## config.mk

```make
export PLATFORM = sky130hd
export DESIGN_NAME = pe_result_collector
export DESIGN_NICKNAME = d
export VERILOG_FILES = /design/src/rtl/pe_array_pkg.sv /design/src/rtl/pe_read_select.sv /design/src/rtl/pe_result_collector.sv
export SDC_FILE = /design/constraint.sdc
export NUM_CORES = 1
export LEC_CHECK = 0
export ABC_AREA = 1
export ABC_CLOCK_PERIOD_IN_PS = 6800
export BUFFER_PORTS_ARGS = -buffer_cell sky130_fd_sc_hd__buf_2
export CAP_MARGIN = 10
export CORE_AREA = 2 2 94 96
export CTS_CLUSTER_DIAMETER = 80
export DETAILED_ROUTE_END_ITERATION = 8
export DIE_AREA = 0 0 96 98
export PLACE_DENSITY = 0.83
export SLEW_MARGIN = 10
export SYNTH_ARGS = -nofsm -noshare
export SYNTH_HDL_FRONTEND = slang
export SYNTH_SLANG_ARGS = --single-unit
```

## constraint.sdc

```tcl
create_clock -name clk -period 6.8 [get_ports clk]
set_input_delay 0.34 -clock clk [delete_from_list [all_inputs] [get_ports clk]]
set_output_delay 0.34 -clock clk [all_outputs]
set_load 0.02 [all_outputs]
```

## src/rtl/pe_array_pkg.sv

```systemverilog
// Shared constants and collector state encoding for the 25-PE array.
package pe_array_pkg;
  localparam int NUM_PE         = 25;
  localparam int DATA_WIDTH     = 8;
  localparam int ADDR_WIDTH     = 5;
  localparam int CHECKSUM_WIDTH = 16;

  localparam logic [ADDR_WIDTH-1:0] LAST_IDX = ADDR_WIDTH'(NUM_PE - 1);

  typedef enum logic [1:0] {
    ST_IDLE,
    ST_SELECT,
    ST_OUT,
    ST_DONE
  } collect_state_e;
endpackage

```

## src/rtl/pe_read_select.sv

```systemverilog
// Combinational PE read decoder: one-hot read-select plus muxed PE result for idx.
module pe_read_select
  import pe_array_pkg::*;
(
  input  logic [ADDR_WIDTH-1:0]        idx,
  input  logic                         en,
  input  logic [NUM_PE*DATA_WIDTH-1:0] pe_data,
  output logic [NUM_PE-1:0]            re_lines,
  output logic [DATA_WIDTH-1:0]        sel_data
);
  always_comb begin
    re_lines = '0;
    sel_data = '0;
    for (int i = 0; i < NUM_PE; i++) begin
      if (idx == ADDR_WIDTH'(i)) begin
        re_lines[i] = en;
        sel_data    = pe_data[i*DATA_WIDTH +: DATA_WIDTH];
      end
    end
  end
endmodule

```

## src/rtl/pe_result_collector.sv

```systemverilog
// Walks PEs 0..NUM_PE-1, captures each result and streams it over valid/ready.
// Optional running checksum of the pass: define PE_COLLECT_CHECKSUM_EN.
module pe_result_collector
  import pe_array_pkg::*;
(
  input  logic                         clk,
  input  logic                         reset,
  input  logic                         start,
  input  logic [NUM_PE*DATA_WIDTH-1:0] pe_data,
  output logic [NUM_PE-1:0]            re_lines,
  output logic                         out_valid,
  input  logic                         out_ready,
  output logic [DATA_WIDTH-1:0]        out_data,
  output logic [ADDR_WIDTH-1:0]        out_addr,
  output logic                         busy,
  output logic                         done
`ifdef PE_COLLECT_CHECKSUM_EN
  ,
  output logic [CHECKSUM_WIDTH-1:0]    checksum
`endif
);
  collect_state_e          state, state_next;
  logic [ADDR_WIDTH-1:0]   idx;
  logic [DATA_WIDTH-1:0]   sel_data;
  logic                    handshake;

  pe_read_select u_read_select (
    .idx      (idx),
    .en       (state == ST_SELECT),
    .pe_data  (pe_data),
    .re_lines (re_lines),
    .sel_data (sel_data)
  );

  assign out_valid = (state == ST_OUT);
  assign busy      = (state != ST_IDLE);
  assign done      = (state == ST_DONE);
  assign handshake = out_valid && out_ready;

  always_comb begin
    state_next = state;
    case (state)
      ST_IDLE:   if (start) state_next = ST_SELECT;
      ST_SELECT: state_next = ST_OUT;
      ST_OUT:    if (out_ready) state_next = (idx == LAST_IDX) ? ST_DONE : ST_SELECT;
      ST_DONE:   state_next = ST_IDLE;
      default:   state_next = ST_IDLE;
    endcase
  end

  always_ff @(posedge clk) begin
    if (reset) begin
      state    <= ST_IDLE;
      idx      <= '0;
      out_data <= '0;
      out_addr <= '0;
    end else begin
      state <= state_next;
      if (state == ST_IDLE && start) idx <= '0;
      // Capture point: the PE is selected for exactly one cycle.
      if (state == ST_SELECT) begin
        out_data <= sel_data;
        out_addr <= idx;
      end
      if (handshake && idx != LAST_IDX) idx <= idx + 1'b1;
    end
  end

`ifdef PE_COLLECT_CHECKSUM_EN
  always_ff @(posedge clk) begin
    if (reset) begin
      checksum <= '0;
    end else if (state == ST_IDLE && start) begin
      checksum <= '0;
    end else if (handshake) begin
      checksum <= checksum + CHECKSUM_WIDTH'(out_data);
    end
  end
`endif
endmodule

```

==> results_tabular.tex, run 1 <==
\begin{tabular}{lr}
\hline
Metric & Value \\
\hline
\multicolumn{2}{l}{\textbf{Routing}} \\
\quad Starting DRC count in detailed routing & 278 \\
\quad Wire per inst & 12.1 um \\
\quad Via-to-Cell Ratio & 4.75 \\
\quad Router iterations before antenna repair & 5 \\
\quad Post-route DRC violation count & 0 \\
\quad Routed wire length & 13,400 um \\
\quad Total via count in the routed design & 5,278 \\
\quad Detail Route Antenna Nets & 0 \\
\multicolumn{2}{l}{\textbf{Synth}} \\
\quad Leading post-synthesis cells by instance count & 302 x sky130\_fd\_sc\_hd\_\_nand2\_1, 156 x sky130\_fd\_sc\_hd\_\_inv\_1, 81 x sky130\_fd\_sc\_hd\_\_o21ai\_0 \\
\quad Post-synth ARST share & 0 \\
\quad Syn\_nets & 993 \\
\quad Cell type with the largest total area after synthesis & sky130\_fd\_sc\_hd\_\_nand2\_1 \\
\quad Mapped Area & 3650 um2 \\
\quad Proportion of netlist area held by the largest area contributor & 0.311 \\
\quad Flip-flop cell with the highest count after synthesis & sky130\_fd\_sc\_hd\_\_dfxtp\_1 \\
\quad Most frequent cell after synthesis & sky130\_fd\_sc\_hd\_\_nand2\_1 \\
\quad Syn Area/Cell & 4.65 um2 \\
\quad Seq/Total Area, Yosys & 0.110 \\
\quad Yosys reg bits & 20 \\
\quad Cells after synthesis & 784 \\
\quad Number of enable-type register cells in the synthesized netlist & 0 \\
\quad Yosys synthesis warning count & 0 \\
\quad Largest cells by area after synthesis & sky130\_fd\_sc\_hd\_\_nand2\_1 31\%, sky130\_fd\_sc\_hd\_\_inv\_1 16\%, sky130\_fd\_sc\_hd\_\_o21ai\_0 11\% \\
\quad Post-synth cell types & 34 \\
\multicolumn{2}{l}{\textbf{Worst setup path}} \\
\quad Kind of capture point of the worst setup path & register \\
\quad Peak fanout along the critical path & 15 \\
\quad Delay of the slowest cell on the worst path & 0.42 ns \\
\quad CP arrival & 3.39 ns \\
\quad Cell type with the highest occurrence count on the critical path & sky130\_fd\_sc\_hd\_\_nand2\_1 \\
\quad Max stage delay cell, worst path & sky130\_fd\_sc\_hd\_\_nor2\_2 \\
\quad Kind of launch point of the worst setup path & register \\
\quad Critical path class & reg2reg \\
\quad Worst path required time & 7.00 ns \\
\quad Path depth of the worst reg2reg path & 29 \\
\quad Critical R2R Launch & idx[2] \\
\quad Start point of the critical path & idx[2] \\
\multicolumn{2}{l}{\textbf{GRT}} \\
\quad Global-route congestion overflow total & 0 \\
\quad Wire length of the first global-routing pass & 19,700 um \\
\quad Pin count of the biggest net entering global routing & 28 \\
\quad Number of global-route vias before repair & 4,447 \\
\quad GRT Util Overall & 0.258 \\
\quad Initial antenna violation count & 0 \\
\multicolumn{2}{l}{\textbf{Min path}} \\
\quad Worst hold path depth & 3 \\
\quad Type of the most critical hold path & in2reg \\
\quad HP Start & pe\_data[193] \\
\multicolumn{2}{l}{\textbf{Floorplanning}} \\
\quad Effective utilization at floorplan & 0.431 \\
\quad Row count & 34 \\
\quad Die X & 96 um \\
\quad Area of the core region & 8470 um2 \\
\quad Area of the die & 9410 um2 \\
\quad Ports placed on the boundary & 245 \\
\quad Chip height & 98 um \\
\multicolumn{2}{l}{\textbf{Timing}} \\
\quad Final clock period utilization by the worst path & 0.469 \\
\quad Worst hold margin & 0.374 ns \\
\quad Setup tns final & 0 ns \\
\quad Relative slew margins & 0.400 \\
\quad Worst clock skew & 0.00466 ns \\
\quad Highest clock rate & 0.314 GHz \\
\quad Slew at the pin with the worst max-slew slack & 0.894 ns \\
\quad Shortest period the worst path allows & 3.19 ns \\
\quad Max-slew violation count & 0 \\
\quad Final setup fails & 0 \\
\quad RSZ-0062 raised after global routing & no \\
\quad Final count of hold timing violations & 0 \\
\multicolumn{2}{l}{\textbf{CTS}} \\
\quad Hold buffer count at cts & 0 \\
\quad Num CTS Buffers & 3 \\
\quad TritonCTS clock tree & done \\
\quad Clock sink count & 20 \\
\quad Number of H-tree levels & 1 \\
\quad Clock tree root driver cell & sky130\_fd\_sc\_hd\_\_clkbuf\_8 \\
\quad Count of buffers added by post-CTS timing repair for setup & 0 \\
\quad Post-cts sizing count & 0 \\
\quad Number of buffers on the longest clock path & 2 \\
\quad Worst skew pair latency & 0.26 ns \\
\quad Clk pin slew, worst setup/hold paths & 0.07 ns \\
\multicolumn{2}{l}{\textbf{Power and ir drop}} \\
\quad Largest voltage drop on the vdd net & 0.0000953 V \\
\quad Static Leak & 0.00300 uW \\
\quad Pwr per Cell Area & 75.3 nW/um2 \\
\multicolumn{2}{l}{\textbf{Place}} \\
\quad Number of port buffers & 244 \\
\quad HPWL after detailed placement & 11,000 um \\
\quad Placement Cell Area & 4880 um2 \\
\quad Global placement routability congestion & 0.910 \\
\multicolumn{2}{l}{\textbf{Run status}} \\
\quad Outcome & finished, final reports clean \\
\multicolumn{2}{l}{\textbf{Final layout}} \\
\quad Register Area & 400 um2 \\
\quad Net total in the final layout & 1,215 \\
\quad Area delta synth->final & 34.8\% \\
\quad Final-layout fill cell count & 939 \\
\quad Area used by multi-input combinational logic & 2490 um2 \\
\quad Final design instance area without fill & 4920 um2 \\
\quad Fraction of final layout cells with drive strength greater than 1 & 0.273 \\
\quad Inserted Diodes & 0 \\
\multicolumn{2}{l}{\textbf{Run}} \\
\quad Total of max-cap violations & 0 \\
\hline
\end{tabular}
-- layout make-up --
type                            count  area share
Clock buffer                        3     0.00840
Inverter                          165       0.126
Multi-Input combinational cell    571       0.507
Sequential cell                    20      0.0814
Tap cell                          108      0.0275
Timing Repair Buffer              245       0.250
-- kinds of logic after synthesis --
group,Yosys count,synth area share
AND/OR/NAND/NOR,427,0.466
XOR/XNOR,1,0.00240
buffers and inverters,193,0.207
flip-flops,20,0.110
AO/OA/AOI/OAI,138,0.198
adder cells (fa/ha/maj),5,0.0172
-- layer usage --
layer	vias up	GRT usage	share of wire
li1	2792	-	-
met1	2256	0.313	0.41
met2	215	0.474	0.49
met3	15	0.0401	0.088
met4	0	0.0473	0.011
met5	-	0	0
-- worst paths after layout --
path / end / slack, ns
worst max register to register: out_data[4] / 3.61
worst min register to register: out_addr[4] / 0.46
worst max-delay path: out_data[4] / 3.61
worst min-delay path: out_data[1] / 0.37
-- power by group --
| group | leakage [uW] | internal, uW | switching (uW) |
|---|---|---|---|
| sequential | 0.000163 | 124 | 4.13 |
| combinational | 0.00281 | 74.6 | 88.8 |
| clock | 0.0000216 | 39.5 | 39.5 |
| total | 0.00300 | 238 | 132 |
-- registers in the layout (all words and copies together) (netlist names) --
| signal | cells |
|---|---|
| state | 2 |
| idx | 5 |
| out_addr | 5 |
| out_data | 8 |
-- placed cells by master, fill, tap and decap left out --
cell                        instances
sky130_fd_sc_hd__or2_0              1
sky130_fd_sc_hd__nand4_1            1
sky130_fd_sc_hd__inv_2              7
sky130_fd_sc_hd__a31oi_1            2
sky130_fd_sc_hd__a21oi_2            2
sky130_fd_sc_hd__or2_2              9
sky130_fd_sc_hd__nand3_1           26
sky130_fd_sc_hd__clkinv_2           1
sky130_fd_sc_hd__a211oi_1           1
sky130_fd_sc_hd__a21oi_1           41
sky130_fd_sc_hd__o21ai_1            4
sky130_fd_sc_hd__nand2_1          302
sky130_fd_sc_hd__ha_1               5
sky130_fd_sc_hd__o21ai_0           81
sky130_fd_sc_hd__a2111oi_0          1
sky130_fd_sc_hd__nand3b_1           1
sky130_fd_sc_hd__buf_4              1
sky130_fd_sc_hd__nor2_1            76
sky130_fd_sc_hd__a22oi_1            3
sky130_fd_sc_hd__nor2_2             3
sky130_fd_sc_hd__buf_2            244
sky130_fd_sc_hd__inv_1            156
sky130_fd_sc_hd__o21bai_1           1
sky130_fd_sc_hd__xor2_1             1
sky130_fd_sc_hd__clkbuf_8           3
sky130_fd_sc_hd__clkinv_1           1
sky130_fd_sc_hd__nor2_4             1
sky130_fd_sc_hd__dfxtp_1           20
sky130_fd_sc_hd__o211ai_1           2
sky130_fd_sc_hd__nand2_2            2
sky130_fd_sc_hd__nand3_2            1
sky130_fd_sc_hd__nor3_1             4
-- stage by stage --
step	total power [uW]	worst slack [ns]	utilization	cells
after floorplan	207	4.27	-	784
after global placement	292	3.66	0.576	1109
after detailed placement	293	3.65	0.576	1109
after CTS	370	3.65	0.581	1112
after global routing	393	3.14	0.581	1112
final	370	3.61	0.581	1112
-- critical path, delay by kind of cell, from the launching register on --
kind / cells / cell delay, ns
simple gates: 26 / 2.30
flops: 1 / 0.37
compound gates: 2 / 0.23
buf+inv: 1 / 0.21
No activity file was read; power rests on OpenSTA's default activity.
==> run 2: changes to the inputs <==
--- a/config.mk
+++ b/config.mk
@@ -6,14 +6,15 @@
 export NUM_CORES = 1
 export LEC_CHECK = 0
 export ABC_AREA = 1
-export ABC_CLOCK_PERIOD_IN_PS = 6800
+export ABC_CLOCK_PERIOD_IN_PS = 3200
 export BUFFER_PORTS_ARGS = -buffer_cell sky130_fd_sc_hd__buf_2
 export CAP_MARGIN = 10
-export CORE_AREA = 2 2 94 96
+export CORE_ASPECT_RATIO = 1.75
+export CORE_MARGIN = 2
+export CORE_UTILIZATION = 43
 export CTS_CLUSTER_DIAMETER = 80
 export DETAILED_ROUTE_END_ITERATION = 8
-export DIE_AREA = 0 0 96 98
-export PLACE_DENSITY = 0.83
+export PLACE_DENSITY = 0.82
 export SLEW_MARGIN = 10
 export SYNTH_ARGS = -nofsm -noshare
 export SYNTH_HDL_FRONTEND = slang
==> constraint.sdc (replaced) <==
create_clock -name clk -period 3.2 [get_ports clk]
set_input_delay 0.16 -clock clk [delete_from_list [all_inputs] [get_ports clk]]
set_output_delay 0.16 -clock clk [all_outputs]
set_load 0.02 [all_outputs]
==> results_tabular.tex, run 2 (synthesis results as in run 1) <==
\begin{tabular}{lr}
\hline
Metric & Value \\
\hline
\multicolumn{2}{l}{\textbf{Timing}} \\
\quad Max-slew violation count & 0 (unchanged) \\
\quad Final count of hold timing violations & 0 (unchanged) \\
\quad Final setup fails & 0 (unchanged) \\
\quad Worst hold margin & 0.189 ns (-0.184 ns) \\
\quad Shortest period the worst path allows & 2.85 ns (-0.332 ns) \\
\quad Worst clock skew & 0.00359 ns (-0.00108 ns) \\
\quad Final clock period utilization by the worst path & 0.892 (+0.423) \\
\quad Highest clock rate & 0.350 GHz (+12\%) \\
\quad Slew at the pin with the worst max-slew slack & 0.798 ns (-0.0958 ns) \\
\quad Relative slew margins & 0.466 (+0.0665) \\
\multicolumn{2}{l}{\textbf{Final layout}} \\
\quad Registers with the highest flip-flop counts & out\_data: 8 flops, idx: 5 flops, out\_addr: 5 flops \\
\quad Net total in the final layout & 1,235 (+1.6\%) \\
\quad Non-filler instance count after layout & 1,117 (+0.45\%) \\
\quad Most common cell after layout, fill and taps aside & sky130\_fd\_sc\_hd\_\_nand2\_1 \\
\quad Leading cell types in the layout, fill and taps excluded & 301 x sky130\_fd\_sc\_hd\_\_nand2\_1, 244 x sky130\_fd\_sc\_hd\_\_buf\_2, 153 x sky130\_fd\_sc\_hd\_\_inv\_1, 81 x sky130\_fd\_sc\_hd\_\_o21ai\_0, 72 x sky130\_fd\_sc\_hd\_\_nor2\_1 \\
\quad Inserted Diodes & 0 (unchanged) \\
\quad Fraction of final layout cells with drive strength greater than 1 & 0.300 (+0.0276) \\
\quad Largest register by flop count & out\_data \\
\quad Area delta synth->final & 41.6\% \\
\quad Number of flip-flops in the largest register & 8 (unchanged) \\
\multicolumn{2}{l}{\textbf{Routing}} \\
\quad Wire per inst & 12.7 um (+5.4\%) \\
\quad Starting DRC count in detailed routing & 218 (-22\%) \\
\quad Detail Route Antenna Nets & 0 (unchanged) \\
\quad Post-route DRC violation count & 0 (unchanged) \\
\quad Total via count in the routed design & 5,488 (+4.0\%) \\
\quad Router iterations before antenna repair & 5 (unchanged) \\
\quad Routed wire length & 14,200 um (+5.9\%) \\
\quad Via-to-Cell Ratio & 4.91 (+3.5\%) \\
\multicolumn{2}{l}{\textbf{CTS}} \\
\quad Clk pin slew, worst setup/hold paths & 0.06 ns (about the same) \\
\quad Hold buffer count at cts & 0 (unchanged) \\
\quad Clock sink count & 20 (unchanged) \\
\quad Clock tree root driver cell & sky130\_fd\_sc\_hd\_\_clkbuf\_16 \\
\quad Num CTS Buffers & 3 (unchanged) \\
\quad Number of H-tree levels & 1 (unchanged) \\
\quad Worst skew pair latency & 0.25 ns (about the same) \\
\quad TritonCTS clock tree & done \\
\quad Number of buffers on the longest clock path & 2 (unchanged) \\
\multicolumn{2}{l}{\textbf{Floorplanning}} \\
\quad Die X & 73.6 um (-23\%) \\
\quad Area of the die & 9260 um2 (-1.5\%) \\
\quad Ports placed on the boundary & 245 (unchanged) \\
\quad Effective utilization at floorplan & 0.442 (+0.0108) \\
\quad Chip height & 126 um (+28\%) \\
\quad Row count & 44 (+29\%) \\
\quad Area of the core region & 8260 um2 (-2.5\%) \\
\multicolumn{2}{l}{\textbf{Power and ir drop}} \\
\quad Static Leak & 0.00313 uW (+4.6\%) \\
\quad Largest voltage drop on the vdd net & 0.000206 V (+120\%) \\
\quad Pwr per Cell Area & 188 nW/um2 (+150\%) \\
\multicolumn{2}{l}{\textbf{Worst setup path}} \\
\quad Kind of launch point of the worst setup path & register \\
\quad CP arrival & 3.04 ns (-0.35 ns) \\
\quad Kind of capture point of the worst setup path & register \\
\quad Max stage delay cell, worst path & sky130\_fd\_sc\_hd\_\_dfxtp\_1 \\
\quad Delay of the slowest cell on the worst path & 0.34 ns (-0.08 ns) \\
\quad Critical path class & reg2reg \\
\quad Flop-to-flop setup slack & 0.35 ns (-3.27 ns) \\
\quad Cell type with the highest occurrence count on the critical path & sky130\_fd\_sc\_hd\_\_nand2\_1 \\
\quad Peak fanout along the critical path & 7 (-8) \\
\quad Worst path required time & 3.39 ns (-3.61 ns) \\
\multicolumn{2}{l}{\textbf{Min path}} \\
\quad Type of the most critical hold path & in2reg \\
\multicolumn{2}{l}{\textbf{GRT}} \\
\quad GRT Util Overall & 0.289 (+0.0309) \\
\quad Number of global-route vias before repair & 5,053 (+14\%) \\
\quad Initial antenna violation count & 0 (unchanged) \\
\quad Pin count of the biggest net entering global routing & 24 (-14\%) \\
\quad Global-route congestion overflow total & 0 (unchanged) \\
\quad Wire length of the first global-routing pass & 21,700 um (+10\%) \\
\multicolumn{2}{l}{\textbf{Place}} \\
\quad Placed instance count & 1,108 (-0.090\%) \\
\quad Number of port buffers & 244 (unchanged) \\
\quad Global placement routability congestion & 0.929 (+2.0\%) \\
\quad HPWL after detailed placement & 11,700 um (+6.0\%) \\
\multicolumn{2}{l}{\textbf{Run status}} \\
\quad Outcome & finished, final reports clean \\
\multicolumn{2}{l}{\textbf{Run}} \\
\quad Total of max-cap violations & 0 (unchanged) \\
\hline
\end{tabular}
run 2: final timing paths:
check,startpoint,endpoint,depth (start not counted)
max,idx[0],out_data[4],30
min,start,state[0],3
max reg2reg,idx[0],out_data[4],30
min reg2reg,out_addr[4],out_addr[4],2
run 2: layout make-up:
type                       count  area (um2)
fill                         876        3090
multi-input combinational    573        2560
timing repair buffer         263        1360
inverter                     165         621
sequential                    20         403
tap                           92         115
clock buffer                   3        75.1
clock inverter                 1        30.0
run 2: where the power goes:
part	internal, uW	switching [uW]
Clock	248	97.5
Sequential	263	8.97
Combinational	162	192
Total	673	298
run 2: per-layer routing:
metal,global-route usage,routed length (um),part of all wire
met1,0.291,5000,0.35
met2,0.557,7390,0.52
met3,0.0400,1140,0.081
met4,0.124,658,0.046
met5,0,0,0
run 2: critical path, delay by kind of cell (launching register included):
family / cells / cell delay [ns]
compound gates: 3 / 0.45
fa+ha+maj: 1 / 0.30
buf+inv: 2 / 0.26
flops: 1 / 0.34
simple gates: 24 / 1.43
run 2: what timing repair did:
action | 4_1_cts | 5_1_grt
resized for setup | 0 | 21
setup endpoints to repair | 0 | 8
buffers inserted | 0 | 3
run 2: stage by stage:
step | instance area [um2] | utilization | worst slack, ns | setup TNS [ns] | power [uW]
2_1_floorplan | 3650 | - | 0.670 | 0 | 440
3_3_place_gp | 4970 | 0.602 | 0.168 | 0 | 625
3_5_place_dp | 4970 | 0.602 | 0.166 | 0 | 627
4_1_cts | 5070 | 0.614 | 0.153 | 0 | 969
5_1_grt | 5170 | 0.626 | -0.00834 | -0.00834 | 1030
6_report | 5170 | 0.626 | 0.346 | 0 | 971
==> run 3: changes to the inputs <==
--- a/config.mk
+++ b/config.mk
@@ -15,6 +15,7 @@
 export CTS_CLUSTER_DIAMETER = 80
 export DETAILED_ROUTE_END_ITERATION = 8
 export PLACE_DENSITY = 0.82
+export REMOVE_ABC_BUFFERS = 1
 export SLEW_MARGIN = 10
 export SYNTH_ARGS = -nofsm -noshare
 export SYNTH_HDL_FRONTEND = slang
==> results_tabular.tex, run 3 (synthesis results as in run 1) <==
\begin{tabular}{lr}
\hline
Metric & Value \\
\hline
\multicolumn{2}{l}{\textbf{Run status}} \\
\quad Outcome & finished, final reports clean \\
\multicolumn{2}{l}{\textbf{Final layout}} \\
\quad Number of flip-flops in the largest register & 8 (unchanged) \\
\quad Largest register by flop count & out\_data \\
\quad Net total in the final layout & 1,236 (+0.081\%) \\
\quad Leading cell types in the layout, fill and taps excluded & 299 x sky130\_fd\_sc\_hd\_\_nand2\_1, 244 x sky130\_fd\_sc\_hd\_\_buf\_2, 153 x sky130\_fd\_sc\_hd\_\_inv\_1, 81 x sky130\_fd\_sc\_hd\_\_o21ai\_0, 72 x sky130\_fd\_sc\_hd\_\_nor2\_1 \\
\quad Fraction of final layout cells with drive strength greater than 1 & 0.304 (+0.00361) \\
\quad Area used by multi-input combinational logic & 2560 um2 (about the same) \\
\quad Final-layout fill cell count & 891 (+1.7\%) \\
\quad Register Area & 404 um2 (+0.31\%) \\
\quad Post-Route Utilization & 0.628 (+0.00288) \\
\quad Area delta synth->final & 42.3\% \\
\quad Registers with the highest flip-flop counts & out\_data: 8 flops, idx: 5 flops, out\_addr: 5 flops \\
\quad Most common cell after layout, fill and taps aside & sky130\_fd\_sc\_hd\_\_nand2\_1 \\
\multicolumn{2}{l}{\textbf{Routing}} \\
\quad Wire per inst & 12.5 um (-1.7\%) \\
\quad Routed wire length & 14,000 um (-1.6\%) \\
\quad Via-to-Cell Ratio & 4.81 (-2.1\%) \\
\quad Post-route DRC violation count & 0 (unchanged) \\
\quad Detail Route Antenna Nets & 0 (unchanged) \\
\quad Starting DRC count in detailed routing & 211 (-3.2\%) \\
\quad Total via count in the routed design & 5,381 (-1.9\%) \\
\quad Router iterations before antenna repair & 5 (unchanged) \\
\multicolumn{2}{l}{\textbf{GRT}} \\
\quad Initial antenna violation count & 1 (+1) \\
\quad Global-route congestion overflow total & 0 (unchanged) \\
\quad GRT Util Overall & 0.286 (-0.00322) \\
\quad Wire length of the first global-routing pass & 21,400 um (-1.3\%) \\
\quad Pin count of the biggest net entering global routing & 18 (-25\%) \\
\quad Number of global-route vias before repair & 4,946 (-2.1\%) \\
\multicolumn{2}{l}{\textbf{Power and ir drop}} \\
\quad Largest voltage drop on the vdd net & 0.000285 V (+39\%) \\
\quad Pwr per Cell Area & 187 nW/um2 (-0.65\%) \\
\quad Static Leak & 0.00314 uW (about the same) \\
\multicolumn{2}{l}{\textbf{Worst setup path}} \\
\quad Cell family contributing the most delay on the critical path & simple AND/OR/NAND/NOR gates \\
\quad Kind of launch point of the worst setup path & register \\
\quad Flop-to-flop setup slack & 0.30 ns (-0.05 ns) \\
\quad CP arrival & 3.04 ns (about the same) \\
\quad Reg-to-reg critical path endpoint & out\_data[4] \\
\quad CP Buf/Inv Count & 3 (+1) \\
\quad Max stage delay cell, worst path & sky130\_fd\_sc\_hd\_\_dfxtp\_2 \\
\quad Kind of capture point of the worst setup path & register \\
\quad Critical R2R Launch & idx[0] \\
\quad Cell type with the highest occurrence count on the critical path & sky130\_fd\_sc\_hd\_\_nand2\_1 \\
\quad Delay of the slowest cell on the worst path & 0.33 ns (about the same) \\
\quad Peak fanout along the critical path & 7 (unchanged) \\
\quad Worst path required time & 3.34 ns (-0.05 ns) \\
\quad Path depth of the worst reg2reg path & 32 (+6.7\%) \\
\quad Critical path class & reg2reg \\
\multicolumn{2}{l}{\textbf{Floorplanning}} \\
\quad Area of the core region & 8260 um2 (unchanged) \\
\quad Die X & 73.6 um (unchanged) \\
\quad Row count & 44 (unchanged) \\
\quad Chip height & 126 um (unchanged) \\
\quad Effective utilization at floorplan & 0.442 (unchanged) \\
\quad Ports placed on the boundary & 245 (unchanged) \\
\quad Area of the die & 9260 um2 (unchanged) \\
\multicolumn{2}{l}{\textbf{CTS}} \\
\quad Clk pin slew, worst setup/hold paths & 0.06 ns (about the same) \\
\quad TritonCTS clock tree & done \\
\quad Clock tree root driver cell & sky130\_fd\_sc\_hd\_\_clkbuf\_16 \\
\quad Number of H-tree levels & 1 (unchanged) \\
\quad Number of buffers on the longest clock path & 2 (unchanged) \\
\quad Worst skew pair latency & 0.25 ns (about the same) \\
\quad Hold buffer count at cts & 0 (unchanged) \\
\quad Num CTS Buffers & 3 (unchanged) \\
\quad Clock sink count & 20 (unchanged) \\
\multicolumn{2}{l}{\textbf{Timing}} \\
\quad Final count of hold timing violations & 0 (unchanged) \\
\quad Final setup fails & 0 (unchanged) \\
\quad Highest clock rate & 0.344 GHz (-1.8\%) \\
\quad Slew at the pin with the worst max-slew slack & 0.730 ns (-0.0683 ns) \\
\quad Max-slew violation count & 0 (unchanged) \\
\quad Setup tns final & 0 ns (unchanged) \\
\quad RSZ-0062 raised after global routing & no \\
\quad Shortest period the worst path allows & 2.90 ns (+0.0511 ns) \\
\quad Relative slew margins & 0.512 (+0.0457) \\
\quad Final clock period utilization by the worst path & 0.908 (+0.0160) \\
\quad Worst clock skew & 0.00494 ns (+0.00136 ns) \\
\multicolumn{2}{l}{\textbf{Min path}} \\
\quad HP Start & out\_ready \\
\quad Worst hold path depth & 3 (unchanged) \\
\quad Endpoint with the worst hold slack & state[0] \\
\quad Type of the most critical hold path & in2reg \\
\multicolumn{2}{l}{\textbf{Place}} \\
\quad Global placement routability congestion & 0.951 (+2.4\%) \\
\quad HPWL after detailed placement & 11,400 um (-2.7\%) \\
\quad Number of port buffers & 244 (unchanged) \\
\multicolumn{2}{l}{\textbf{Run}} \\
\quad Total of max-cap violations & 0 (unchanged) \\
\hline
\end{tabular}
## run 3: power breakdown
part           switching, uW  internal (uW)  leakage, uW  total, uW
sequential              7.83            263     0.000164        271
combinational            193            162      0.00292        355
clock                   94.8            248    0.0000511        343
total                    296            673      0.00314        969
## run 3: timing repair
action	in CTS	in global routing
resized for setup	0	22
setup buffers	0	3
setup endpoints to repair	0	8
## run 3: worst reg2reg max path: cells and delay by family (launching register included)
family	cells	cell delay, ns
adders and majority gates	1	0.17
buffers and inverters	3	0.33
and+or+nand+nor	24	1.66
DFF	1	0.33
AOI/OAI and AO/OA	4	0.27
## run 3: final cells by class
class                      count  area share
clock buffer                   3      0.0145
clock inverter                 1     0.00579
inverter                     165       0.120
timing repair buffer         266       0.267
antenna                        1    0.000482
sequential                    20      0.0779
tap                           92      0.0222
multi-input combinational    571       0.493
## run 3: metal layers
layer | up-vias | GRT usage | share of wire
li1 | 2836 | - | -
met1 | 2280 | 0.307 | 0.37
met2 | 223 | 0.531 | 0.53
met3 | 42 | 0.0280 | 0.062
met4 | 0 | 0.138 | 0.043
met5 | - | 0 | 0
## run 3: through the flow
step | area (um2) | hold slack [ns] | std cells | power, uW | worst slack (ns)
global route | 5190 | 0.201 | 1119 | 1030 | 0.0140
floorplan | 3510 | 0.222 | 756 | 435 | 0.619
global placement | 4990 | 0.450 | 1111 | 626 | 0.155
CTS | 5100 | 0.196 | 1115 | 967 | 0.103
finish | 5190 | 0.195 | 1119 | 969 | 0.295
detailed placement | 4990 | 0.453 | 1111 | 626 | 0.120
## run 3: worst max-delay path by stage
stage,startpoint,to,slack (ns),cells past startpoint
floorplan,idx[1],out_data[2],0.62,30
global placement,idx[0],out_data[7],0.15,34
detailed placement,idx[0],out_data[1],0.12,30
CTS,idx[0],out_data[4],0.10,32
global route,idx[0],out_data[0],0.01,34
finish,idx[0],out_data[4],0.30,32
